$ cat src/rtl/spi_burst_slave_pkg.sv
// Shared encodings for the SPI-RAM slave front end and the RAM controller.
// Latency: n/a (types, encodings and a pure helper function only).
// Backpressure: n/a.
package spi_burst_slave_pkg;

   // Two-bit command sent MSB first at the start of every frame.
   typedef enum logic [1:0] {
      CMD_WR_ADDR = 2'b00,
      CMD_WR_DATA = 2'b01,
      CMD_RD_ADDR = 2'b10,
      CMD_RD_DATA = 2'b11
   } cmd_t;

   // Frame sequencer states.
   typedef enum logic [2:0] {
      ST_IDLE     = 3'd0,
      ST_CMD      = 3'd1,
      ST_WR_SHIFT = 3'd2,
      ST_RA_SHIFT = 3'd3,
      ST_RD_REQ   = 3'd4,
      ST_RD_WAIT  = 3'd5,
      ST_RD_SHIFT = 3'd6,
      ST_DRAIN    = 3'd7
   } state_t;

   // State entered once both command bits have been sampled.
   function automatic state_t cmd_dest(input cmd_t c);
      case (c)
         CMD_WR_ADDR, CMD_WR_DATA: cmd_dest = ST_WR_SHIFT;
         CMD_RD_ADDR:              cmd_dest = ST_RA_SHIFT;
         default:                  cmd_dest = ST_RD_REQ;
      endcase
   endfunction

endpackage

$ cat src/rtl/spi_burst_slave_shift_reg.sv
// Serial-in/parallel-out and parallel-load/serial-out shift register, MSB first.
// Latency: load/shift take effect on the next clk edge; q is the register itself.
// Backpressure: none; the owner decides every cycle whether to clear, load or shift.
module spi_shift_reg #(
   parameter int W = 8
) (
   input  logic         clk,
   input  logic         rst_n,
   input  logic         clr,
   input  logic         load,
   input  logic [W-1:0] ld_data,
   input  logic         shift,
   input  logic         sin,
   output logic [W-1:0] q
);

   // Clear beats load beats shift; shifting moves bits towards the MSB.
   always_ff @(posedge clk) begin
      if (!rst_n) begin
         q <= '0;
      end else if (clr) begin
         q <= '0;
      end else if (load) begin
         q <= ld_data;
      end else if (shift) begin
         q <= {q[W-2:0], sin};
      end
   end

endmodule

$ cat src/rtl/spi_burst_slave.sv
// SPI slave front end: MOSI -> {cmd, word} tokens for the RAM controller, RAM read words -> MISO.
// Latency: rx_valid one clk after the last bit edge; first MISO bit one clk after tx_valid is taken.
// Backpressure: none on rx (strobe only); tx waits up to WAIT_MAX clks for tx_valid, then flags err.
module spi_burst_slave
   import spi_burst_slave_pkg::*;
#(
   parameter int DATA_W   = 8,
   parameter int BURST_EN = 1,
   parameter int WAIT_MAX = 4
) (
   input  logic              clk,
   input  logic              rst_n,
   input  logic              ss_n,
   input  logic              mosi,
   output logic              miso,
   output logic [DATA_W+1:0] rx_data,
   output logic              rx_valid,
   input  logic [DATA_W-1:0] tx_data,
   input  logic              tx_valid,
   output logic              busy,
   output logic              err
);

   localparam int BCNT_W = $clog2(DATA_W + 1);
   localparam int WCNT_W = $clog2(WAIT_MAX + 1);
   localparam logic [BCNT_W-1:0] BIT_LAST  = BCNT_W'(DATA_W - 1);
   localparam logic [WCNT_W-1:0] WAIT_LAST = WCNT_W'(WAIT_MAX - 1);

   state_t              state, state_nxt;
   cmd_t                tag, tag_nxt;
   logic [BCNT_W-1:0]   bcnt, bcnt_nxt;
   logic [WCNT_W-1:0]   wcnt, wcnt_nxt;
   logic                err_nxt;
   logic                miso_nxt;
   logic                rx_valid_nxt;
   logic [DATA_W+1:0]   rx_data_nxt;
   logic                sr_clr, sr_load, sr_shift;
   logic [DATA_W-1:0]   sr_q;

   // One shift register serves both directions: receive shifts mosi in,
   // transmit is preloaded one bit ahead because the MSB goes straight to miso.
   spi_shift_reg #(.W(DATA_W)) u_sr (
      .clk     (clk),
      .rst_n   (rst_n),
      .clr     (sr_clr),
      .load    (sr_load),
      .ld_data ({tx_data[DATA_W-2:0], 1'b0}),
      .shift   (sr_shift),
      .sin     (mosi),
      .q       (sr_q)
   );

   assign busy = (state != ST_IDLE);

   // Next-state, counter and registered-output decode; ss_n high overrides everything.
   always_comb begin
      state_nxt    = state;
      tag_nxt      = tag;
      bcnt_nxt     = bcnt;
      wcnt_nxt     = wcnt;
      err_nxt      = err;
      miso_nxt     = 1'b0;
      rx_valid_nxt = 1'b0;
      rx_data_nxt  = rx_data;
      sr_clr       = 1'b0;
      sr_load      = 1'b0;
      sr_shift     = 1'b0;

      if (ss_n) begin
         // Frame aborted or idle: any partial word is thrown away.
         state_nxt = ST_IDLE;
         bcnt_nxt  = '0;
         wcnt_nxt  = '0;
         sr_clr    = 1'b1;
      end else begin
         case (state)
            ST_IDLE: begin
               tag_nxt   = cmd_t'({mosi, 1'b0});
               err_nxt   = 1'b0;
               bcnt_nxt  = '0;
               state_nxt = ST_CMD;
            end

            ST_CMD: begin
               tag_nxt   = cmd_t'({tag[1], mosi});
               bcnt_nxt  = '0;
               state_nxt = cmd_dest(cmd_t'({tag[1], mosi}));
               if (cmd_t'({tag[1], mosi}) == CMD_RD_DATA) begin
                  rx_valid_nxt = 1'b1;
                  rx_data_nxt  = {CMD_RD_DATA, {DATA_W{1'b0}}};
               end
            end

            ST_WR_SHIFT: begin
               sr_shift = 1'b1;
               if (bcnt == BIT_LAST) begin
                  bcnt_nxt     = '0;
                  rx_valid_nxt = 1'b1;
                  rx_data_nxt  = {tag, sr_q[DATA_W-2:0], mosi};
                  // Follow-on burst words auto-increment on the RAM side.
                  if (BURST_EN != 0) begin
                     tag_nxt = CMD_WR_DATA;
                  end else begin
                     state_nxt = ST_DRAIN;
                  end
               end else begin
                  bcnt_nxt = bcnt + 1'b1;
               end
            end

            ST_RA_SHIFT: begin
               sr_shift = 1'b1;
               if (bcnt == BIT_LAST) begin
                  bcnt_nxt     = '0;
                  rx_valid_nxt = 1'b1;
                  rx_data_nxt  = {tag, sr_q[DATA_W-2:0], mosi};
                  state_nxt    = ST_DRAIN;
               end else begin
                  bcnt_nxt = bcnt + 1'b1;
               end
            end

            ST_RD_REQ: begin
               wcnt_nxt  = '0;
               state_nxt = ST_RD_WAIT;
            end

            ST_RD_WAIT: begin
               // tx_valid is checked before the timeout so a word arriving on
               // the last allowed edge is still served.
               if (tx_valid) begin
                  sr_load   = 1'b1;
                  miso_nxt  = tx_data[DATA_W-1];
                  bcnt_nxt  = '0;
                  state_nxt = ST_RD_SHIFT;
               end else if (wcnt == WAIT_LAST) begin
                  err_nxt   = 1'b1;
                  state_nxt = ST_DRAIN;
               end else begin
                  wcnt_nxt = wcnt + 1'b1;
               end
            end

            ST_RD_SHIFT: begin
               sr_shift = 1'b1;
               if (bcnt == BIT_LAST) begin
                  bcnt_nxt = '0;
                  if (BURST_EN != 0) begin
                     rx_valid_nxt = 1'b1;
                     rx_data_nxt  = {CMD_RD_DATA, {DATA_W{1'b0}}};
                     state_nxt    = ST_RD_REQ;
                  end else begin
                     state_nxt = ST_DRAIN;
                  end
               end else begin
                  miso_nxt = sr_q[DATA_W-1];
                  bcnt_nxt = bcnt + 1'b1;
               end
            end

            ST_DRAIN: begin
               state_nxt = ST_DRAIN;
            end

            default: begin
               state_nxt = ST_IDLE;
            end
         endcase
      end
   end

   // State, counters and registered outputs.
   always_ff @(posedge clk) begin
      if (!rst_n) begin
         state    <= ST_IDLE;
         tag      <= CMD_WR_ADDR;
         bcnt     <= '0;
         wcnt     <= '0;
         err      <= 1'b0;
         miso     <= 1'b0;
         rx_valid <= 1'b0;
         rx_data  <= '0;
      end else begin
         state    <= state_nxt;
         tag      <= tag_nxt;
         bcnt     <= bcnt_nxt;
         wcnt     <= wcnt_nxt;
         err      <= err_nxt;
         miso     <= miso_nxt;
         rx_valid <= rx_valid_nxt;
         rx_data  <= rx_data_nxt;
      end
   end

endmodule

$ cat config.mk
export PLATFORM = sky130hd
export DESIGN_NAME = spi_burst_slave
export DESIGN_NICKNAME = d
export VERILOG_FILES = /design/src/rtl/spi_burst_slave_pkg.sv /design/src/rtl/spi_burst_slave_shift_reg.sv /design/src/rtl/spi_burst_slave.sv
export SDC_FILE = /design/constraint.sdc
export NUM_CORES = 1
export LEC_CHECK = 0
export BUFFER_PORTS_ARGS = -buffer_cell sky130_fd_sc_hd__clkbuf_2
export CORE_MARGIN = 2
export CORE_UTILIZATION = 59
export DETAILED_ROUTE_END_ITERATION = 7
export PLACE_DENSITY = 0.87
export SKIP_CTS_REPAIR_TIMING = 1
export SLEW_MARGIN = 10
export SYNTH_ARGS = -nofsm -noshare
export SYNTH_HDL_FRONTEND = slang
export SYNTH_SLANG_ARGS = --single-unit
$ cat constraint.sdc
create_clock -name clk -period 3.05 [get_ports clk]
set_input_delay 0.4575 -clock clk [delete_from_list [all_inputs] [get_ports clk]]
set_output_delay 0.4575 -clock clk [all_outputs]
set_load 0.05 [all_outputs]
[Word level (Yosys, flattened, before mapping)]
Cells that the tools add are included.
Operators by class
  add/subtract/negate cells: 2
  equality and inequality tests: 22
  mux-type cells: 35
  bitwise logic cells: 4
  reductions and logical operators: 24
Operators by type and width (count)
  two-way mux 10 bit: 3
  one-hot mux 10 bit (3 select lines): 1
  one-hot mux 3 bit (7 select lines): 1
  two-way mux 3 bit: 6
  two-way mux 8 bit: 2
  != test 2 bit, second input constant: 8
  equality test 3 bit, second input constant: 4
  two-way mux 1 bit: 12
  one-hot mux 3 bit (2 select lines): 2
  one-hot mux 4 bit (3 select lines): 1
  AND reduction 4 bit: 3
  nonzero test 3 bit: 4
  OR reduction 2 bit: 5
  equality test 3 x 2 -> 1 bit, second input constant: 3
  two-way mux 4 bit: 2
  nonzero test 2 bit: 4
  one-hot mux 1 bit (2 select lines): 3
  one-hot mux 2 bit (3 select lines): 1
  AND reduction 3 bit: 2
  OR reduction 3 bit: 2
  AND reduction 5 bit: 1
  adder 4 x 1 -> 4 bit, second input constant: 1
  equality test 2 bit, second input constant: 2
  equality test 4 x 3 -> 1 bit, second input constant: 1
  10 further kinds: 13
Storage, ports and cells
  bits in registers: 33
  word-level logic and storage cells: 98

[Depth between registers and ports, before layout]
Gate-level depths: netlist of the first run.
  depth after elaboration: 6
  mapped depth: 6
  mapped depth without buffers: 6

[Cells and area by module]
A second synthesis of the first run with hierarchy kept.
Unflattened totals
  cells, all modules: 176
  area total of the unflattened synthesis: 1605.3 um2
Modules (own cells, without submodules)
  spi_burst_slave: instances 1, cells an instance 140, area each 1229.9 um2
  spi_shift_reg: instances 1, cells an instance 36, area each 375.4 um2

[Worst setup path after synthesis of the first run]
Ideal clock, no wire load.
  path kind: register to register
  from: reg wcnt[0]
  to: reg wcnt[1]
  setup time: 0.070 ns
  data arrival time: 1.446 ns
  setup slack: 1.534 ns
  stages on the path, launching flop included: 7
  buffers on the path: 0
  path through: dfxtp_1 > ha_1 > ha_1 > o21ai_0 > nand3_1 > or3_1 > a21oi_1
Between the ends
  word-level cells in the longest chain between the ends: 4
  elaborated cells between the ends (all ways): 7
  classes of those cells: add/sub: 1; eq/ne: 2; mux: 3; reduce/logical: 1
RTL lines
  start, declared: RTL line spi_burst_slave.sv:32  | logic [WCNT_W-1:0] wcnt, wcnt_nxt;
  start signal, assigned: RTL line spi_burst_slave.sv:187  | wcnt <= wcnt_nxt;
  adder 3 x 1 -> 3 bit: RTL line spi_burst_slave.sv:140  | wcnt_nxt = wcnt + 1'b1;
  two-way mux 3 bit: RTL line spi_burst_slave.sv:136  | end else if (wcnt == WAIT_LAST) begin
  two-way mux 3 bit: RTL line spi_burst_slave.sv:131  | if (tx_valid) begin
  one-hot mux 3 bit (2 select lines): RTL line spi_burst_slave.sv:76  | case (state)
Parallel ways exist; a longest one is shown, timed or not. The select of a mux whose other input is x is not followed.
A chain may end at the register's enable or synchronous reset.

[Worst setup path after layout of the first run]
  from: reg state[2]
  to: out busy
Between the ends
  word-level cells in the longest chain between the ends: 1
RTL lines
  start, declared: RTL line spi_burst_slave.sv:29  | state_t state, state_nxt;
  start signal, assigned: RTL line spi_burst_slave.sv:184  | state <= state_nxt;
  nonzero test 3 bit: RTL line spi_burst_slave.sv:53  | assign busy = (state != ST_IDLE);
  end, declared: RTL line spi_burst_slave.sv:20  | output logic busy,
No other way between the ends.

==> results.yml, run 1 <==
placed_design:
  dp.cells: 232
  dp_hpwl_um: 2507
  place_congestion: 0.8685
  dpl-instance-area_um2: 1687
  io_buffer_count: 26
global_routing:
  antenna_found_initial: 0
  grt_pass1_vias: 1269
  grt_pass1_wl_um: 5713
  groute.layer.met3.usage_pct: 7.728
  met2_usage_pct: 39.12
  met1_usage_pct: 28.61
  grt_start_max_net_pins: 20
  overflow: 0
  top_usage_layer: "met2"
  grt_use_total_pct: 23.43
die:
  ioPinCount: 27
  initial_core_util_pct: 62.71
  rows: 18
  dieWidth_um: 55.55
  die_y_um: 55.55
  core_area_um2: 2500
  fp.dieArea_um2: 3086
layout:
  syn2layout_area_growth_pct: 13.01
  num-nets-final: 225
  fillCellCount: 205
  drive_gt1_share_pct: 20.48
  num_antenna_cells: 0
  fin_area_um2: 1772
  final_cells: 240
power_and_ir_drop:
  power_frac_clock_pct: 41.0
  p_leak_uw: 0.0006625
  comb_power_share_pct: 6.1
  sw_frac_of_total_pct: 22.51
  p_sw_uw: 188.2
  peakVddDrop_v: 0.0003884
  internal_power_uw: 648.0
  p_seq_share_pct: 52.9
  pwr_density_cell_nw_per_um2: 472.0
setup_path:
  rr_worst_depth: 5
  cp_num_buf_inv: 1
  critical-path-top-delay-family: "flip-flops"
  path_max_fanout: 19
  slowest_delay_ps: 700
  startpoint_type: "flip-flop"
  worst_setup_path_end_kind: "primary output"
  path_cells: "nor2_1 -> nand2_1 -> clkbuf_2"
  cp_num_cells: 3
  criticalPathCategory: "reg2out"
  crit_required_ps: 2590
  critPathArrivalTime_ps: 1560
  slowest_stage: "dfxtp_1"
synth:
  synth-edff-count: 0
  ys_seq_elements: 33
  synth_top_family_by_area: "simple AND/OR/NAND/NOR gates"
  synth-simple-area-share_pct: 24.10
  syn_area_um2: 1568
  synth_xor_xnor_area_share_pct: 0
  ys.flop_type: "dfxtp_1"
  synth_mux_area_share_pct: 7.023
  async_flop_share_pct: 0
  syn_nets: 201
  synth-seq-area-share_pct: 42.14
  synth_compound_area_share_pct: 19.55
  synth_cell_types: 43
  synthCells: 185
  syn_area_per_cell_um2: 8.474
  yosysWarnings: 0
  synthAdderAreaFrac_pct: 2.394
cts:
  cts_made_buffers: 5
  clockBufferDepth: 2
  cts_tree: "yes"
  clock-sinks: 33
  ctsRootBufferMaster: "clkbuf_4"
  worstSkewPairLatency_ps: 340
  clk_pin_slew_worst_paths_ps: 100
  h-tree-depth: 2
routing:
  postRouteWirelength_um: 3445
  drc: 0
  drt_iter0_markers: 61
  vias_per_cell: 5.875
  first_pass_iters: 6
  ant_nets: 0
  vias: 1410
  wire_per_inst_um: 14.35
timing:
  fin_setup_tns_ps: 0
  maxSlewHeadroom_pct: 49.92
  drv_slew: 0
  setup_viol: 0
  hold_viol_final: 0
  fin_crit_sh_pct: 66.28
  skew_ps: 3.379
  worst_pin_slew_ps: 751.2
  hold_ws_ps: 372.0
  period_needed_ps: 2021
  rsz0062_at_grt: "no"
  max_clock_freq_mhz: 494.7
flow_run:
  maxCapViolations: 0
hold_path:
  hold_depth: 3
  hp-class: "in2reg"
outcome:
  status: "finished, final reports clean"
## layout by cell type, fill, tap and decap left out, types with 2 or more instances in the layout
cell,instances
nor2b_1,3
nand3b_1,3
ha_1,3
o21ai_0,9
dfxtp_1,33
nand2b_1,2
nand2_1,35
a21oi_1,16
mux2i_1,11
clkbuf_2,26
nor2_1,14
clkbuf_4,5
nand3_1,5
inv_1,4
a22oi_1,8
or3_1,4
## kinds of logic after synthesis
group	after synthesis
AND/OR/NAND/NOR	77
adder cells (fa/ha/maj)	3
multiplexers	11
AO/OA/AOI/OAI	46
buffers and inverters	15
flip-flops	33
## through the flow
| step | total power, uW | util (%) | worst slack (ps) |
|---|---|---|---|
| 2_1_floorplan | 486.7 | - | 1534 |
| 3_3_place_gp | 500.2 | 67.47 | 1358 |
| 3_5_place_dp | 502.5 | 67.47 | 1292 |
| 4_1_cts | 837.7 | 70.87 | 1039 |
| 5_1_grt | 865.7 | 70.87 | 889.5 |
| 6_report | 836.2 | 70.87 | 1029 |
## cell usage after synthesis (2+ instances only)
master / count / share of area (%)
nand2_1: 35 / 8.4
dfxtp_1: 33 / 42
a21oi_1: 16 / 5.1
nor2_1: 14 / 3.4
mux2i_1: 11 / 7.0
o21ai_0: 9 / 2.9
a22oi_1: 8 / 3.8
buf_2: 6 / 1.9
nand3_1: 5 / 1.6
inv_1: 4 / 0.96
or3_1: 4 / 1.6
ha_1: 3 / 2.4
nand3b_1: 3 / 1.4
nor2b_1: 3 / 1.2
clkbuf_1: 2 / 0.48
nand2b_1: 2 / 0.80
## registers in the layout (all words and copies together), names as in the netlist
name and count:
miso 1, state 3, u_sr.q 8, bcnt 4, rx_valid 1, wcnt 3
tag 2, err 1, rx_data 10
## routing by layer
| layer | wire length, um | part of all wire [%] |
|---|---|---|
| met5 | 0 | 0 |
| met1 | 1460 | 42 |
| met4 | 11 | 0.32 |
| met2 | 1701 | 49 |
| met3 | 271 | 7.9 |
## power groups by stage
| stage | combinational (uW) | sequential, uW | clock (uW) |
|---|---|---|---|
| 6_report | 51.4 | 442 | 342 |
| 5_1_grt | 55.9 | 444 | 366 |
| 4_1_cts | 50.9 | 442 | 345 |
| 3_5_place_dp | 50.3 | 452 | 0 |
| 3_3_place_gp | 48.6 | 452 | 0 |
| 2_1_floorplan | 39.6 | 447 | 0 |
## worst register-to-register path, delay by kind of cell, from the launching register on
kind,cells,cell delay (ps)
AOI/OAI and AO/OA,2,510
buffers and inverters,2,300
DFF,1,700
muxes,1,210
## area by class of cell
type | count | area (um^2) | share of cell area [%]
repair buffers | 27 | 137.6 | 7.768
clock buffers | 7 | 55.05 | 3.107
inverters | 5 | 18.77 | 1.059
flip-flops and latches | 33 | 660.6 | 37.29
multi-input cells | 137 | 832.0 | 46.96
clock inverters | 1 | 30.03 | 1.695
well taps | 30 | 37.54 | 2.119
## worst paths after layout
check | from | to | slack, ps
setup / recovery | state[2] | busy | 1030
setup reg to reg | state[0] | rx_data[7] | 1260
hold / removal | tx_data[7] | miso | 370
hold reg to reg | wcnt[1] | wcnt[1] | 460
Power figures use the tool's default switching activity.
==> run 2, diff against run 1 <==
Settings changed: ABC_AREA from default to 1, CORE_UTILIZATION 59 to 51, PLACE_DENSITY 0.87 to 0.79.
Clock period 3.05 ns to 1.8 ns, I/O delays scaled along.
==> run 2 against run 1 <==
Effect of this change: non-clock buffer count is 5 higher; power is 68% higher; clock power is 13% higher; register-to-register slack worse by 960 ps; core utilization is 9.8 points lower; count of clock-buffer cells in the layout is 1 lower; critical path depth stayed put; global-route usage is 1.9 points lower; clock skew is 8.2 ps higher; area after synthesis is 17% higher; sequential power is 74% higher; design area is 17% higher; largest cell class unchanged.
==> results.yml, run 2 <==
outcome:
  status: "finished, final reports clean"
global_routing:
  overflow: 0
  grt_pass1_vias: 1643
  grt_pass1_wl_um: 7017
  antenna_found_initial: 0
  grt_start_max_net_pins: 13
  grt_use_total_pct: 21.52
routing:
  ant_nets: 0
  first_pass_iters: 4
  wire_per_inst_um: 11.13
  vias: 1798
  drc: 0
  drt_iter0_markers: 57
  postRouteWirelength_um: 3908
  vias_per_cell: 5.123
cts:
  clockBufferDepth: 2
  cts_made_buffers: 5
  clk_pin_slew_worst_paths_ps: 100
  ctsRootBufferMaster: "clkbuf_4"
  worstSkewPairLatency_ps: 330
  h-tree-depth: 2
  cts_tree: "yes"
  clock-sinks: 33
synth:
  synth_cell_types: 30
  synth_xor_xnor_area_share_pct: 0.4795
  syn_area_per_cell_um2: 6.716
  synth_top_area_share_pct: 36.16
  synth_compound_area_share_pct: 7.877
  synth_mux_area_share_pct: 0
  yosysWarnings: 0
  synthCells: 272
  yosysMostFrequentCell: "nand2_1"
  synthTopCellsByCount: "nand2_1, nor2_1, nand3_1, dfxtp_1, inv_1"
  yosysTopAreaCell: "dfxtp_1"
  synthAdderAreaFrac_pct: 2.055
  async_flop_share_pct: 0
  synthTopCellsByArea: "dfxtp_1, nand2_1, nand3_1, nor2_1, inv_1"
  syn_area_um2: 1827
  syn_nets: 288
  ys.flop_type: "dfxtp_1"
  synth-edff-count: 0
  synth-simple-area-share_pct: 44.11
  synth_top_family_by_area: "simple AND/OR/NAND/NOR gates"
  synth-seq-area-share_pct: 36.16
  ys_seq_elements: 33
die:
  initial_core_util_pct: 53.89
  fp.dieArea_um2: 4077
  rows: 21
  die_y_um: 63.85
  dieWidth_um: 63.85
  ioPinCount: 27
  core_area_um2: 3390
placed_design:
  io_buffer_count: 26
  dp_hpwl_um: 3023
  place_congestion: 0.8701
timing:
  fin_crit_sh_pct: 94.24
  rsz0062_at_grt: "no"
  hold_viol_final: 0
  worst_pin_slew_ps: 336.2
  drv_slew: 0
  hold_ws_ps: 186.7
  period_needed_ps: 1696
  skew_ps: 11.60
  fin_setup_tns_ps: 0
  setup_viol: 0
  max_clock_freq_mhz: 589.5
  maxSlewHeadroom_pct: 77.56
layout:
  regArea_um2: 661.9
  num-nets-final: 320
  regMostFlops: "rx_data"
  largestRegisters: "rx_data: 10 flops, u_sr.q: 8 flops, bcnt: 4 flops"
  final_cell_mix: "nand2_1, nor2_1, nand3_1, dfxtp_1, clkbuf_2"
  num_antenna_cells: 0
  syn2layout_area_growth_pct: 13.29
  fillCellCount: 325
  largest_reg_flops: 10
  drive_gt1_share_pct: 20.98
  final_common_cell: "nand2_1"
  multi_input_area_um2: 998.5
setup_path:
  regToRegEndpoint: "rx_data[7]"
  criticalPathCategory: "reg2out"
  startpoint_type: "flip-flop"
  crit_path_end: "busy"
  critPathArrivalTime_ps: 1430
  rr_worst_depth: 8
  timing.rr.start: "bcnt[0]"
  worst_setup_path_end_kind: "primary output"
  ff2ff_setup_slack_ps: 300
  crit_start: "state[2]"
  path_max_fanout: 7
  crit_required_ps: 1530
power_and_ir_drop:
  total_power_uw: 1404
  p_leak_uw: 0.0009450
  pwr_density_cell_nw_per_um2: 678.2
  peakVddDrop_v: 0.0005332
flow_run:
  maxCapViolations: 0
hold_path:
  hp-class: "in2reg"
run 2: cell count changes in the layout (fill, tap and decap cells not counted), sizes merged, moves of 3 or more:
cell,before,now
nand3b,3,0
nor2b,3,0
a22oi,8,1
inv,5,30
nand4,1,9
nor2,16,47
buf,1,6
nand3,5,37
clkinv,0,4
o21ai,9,5
or3,4,0
nand2,35,74
mux2i,11,0
run 2: where the power goes:
part	switching, uW	internal [uW]	leakage [uW]	total, uW
registers	17.7	752	0.000268	770
logic	174	71.8	0.000645	246
clock network	239	149	0.0000320	388
total	431	972	0.000945	1400
run 2: cell type report:
cell class              count  area share, %
multi-input cells         200          48.25
flip-flops and latches     33          31.98
clock inverters             2         0.4837
repair buffers             32          8.464
clock buffers               6          1.995
inverters                  32          6.046
well taps                  46          2.781
run 2: worst min-delay path by stage:
stage | startpoint | endpoint | slack [ps] | depth (start not counted)
finish | tx_data[7] | miso | 190 | 3
global route | tx_data[7] | miso | 210 | 3
CTS | tx_data[7] | miso | 190 | 3
detailed placement | bcnt[1] | bcnt[1] | 470 | 2
global placement | rx_data[3] | rx_data[3] | 460 | 2
floorplan | rst_n | rx_data[5] | 390 | 2
run 2: through the flow:
| step | instance area [um^2] | setup WS, ps | std cells | util (%) |
|---|---|---|---|---|
| 5_1_grt | 2069 | 18.47 | 351 | 61.06 |
| 2_1_floorplan | 1827 | 310.1 | 272 | - |
| 3_5_place_dp | 2014 | 302.2 | 343 | 59.43 |
| 3_3_place_gp | 2014 | 323.7 | 343 | 59.43 |
| 4_1_cts | 2066 | 47.47 | 351 | 60.95 |
| 6_report | 2069 | 103.7 | 351 | 61.06 |
run 2: critical path: stages (launching register included):
cell      delay [ps]
dfxtp_1          420
nor2_2           280
nand2_1          130
clkbuf_2         260
run 2: cells by family after synthesis:
logic type	Yosys count
XOR/XNOR	1
buffers and inverters	39
AO/OA/AOI/OAI	27
adder cells (fa/ha/maj)	3
AND/OR/NAND/NOR	169
flip-flops	33
run 2: per-layer routing:
metal  vias to the layer above  GRT usage [%]  wire (um)
met5                         -              0          0
met4                         0          8.152         68
met3                         8          5.282        200
met2                        43          33.07       1750
met1                       801          29.01       1889
li1                        946              -          -
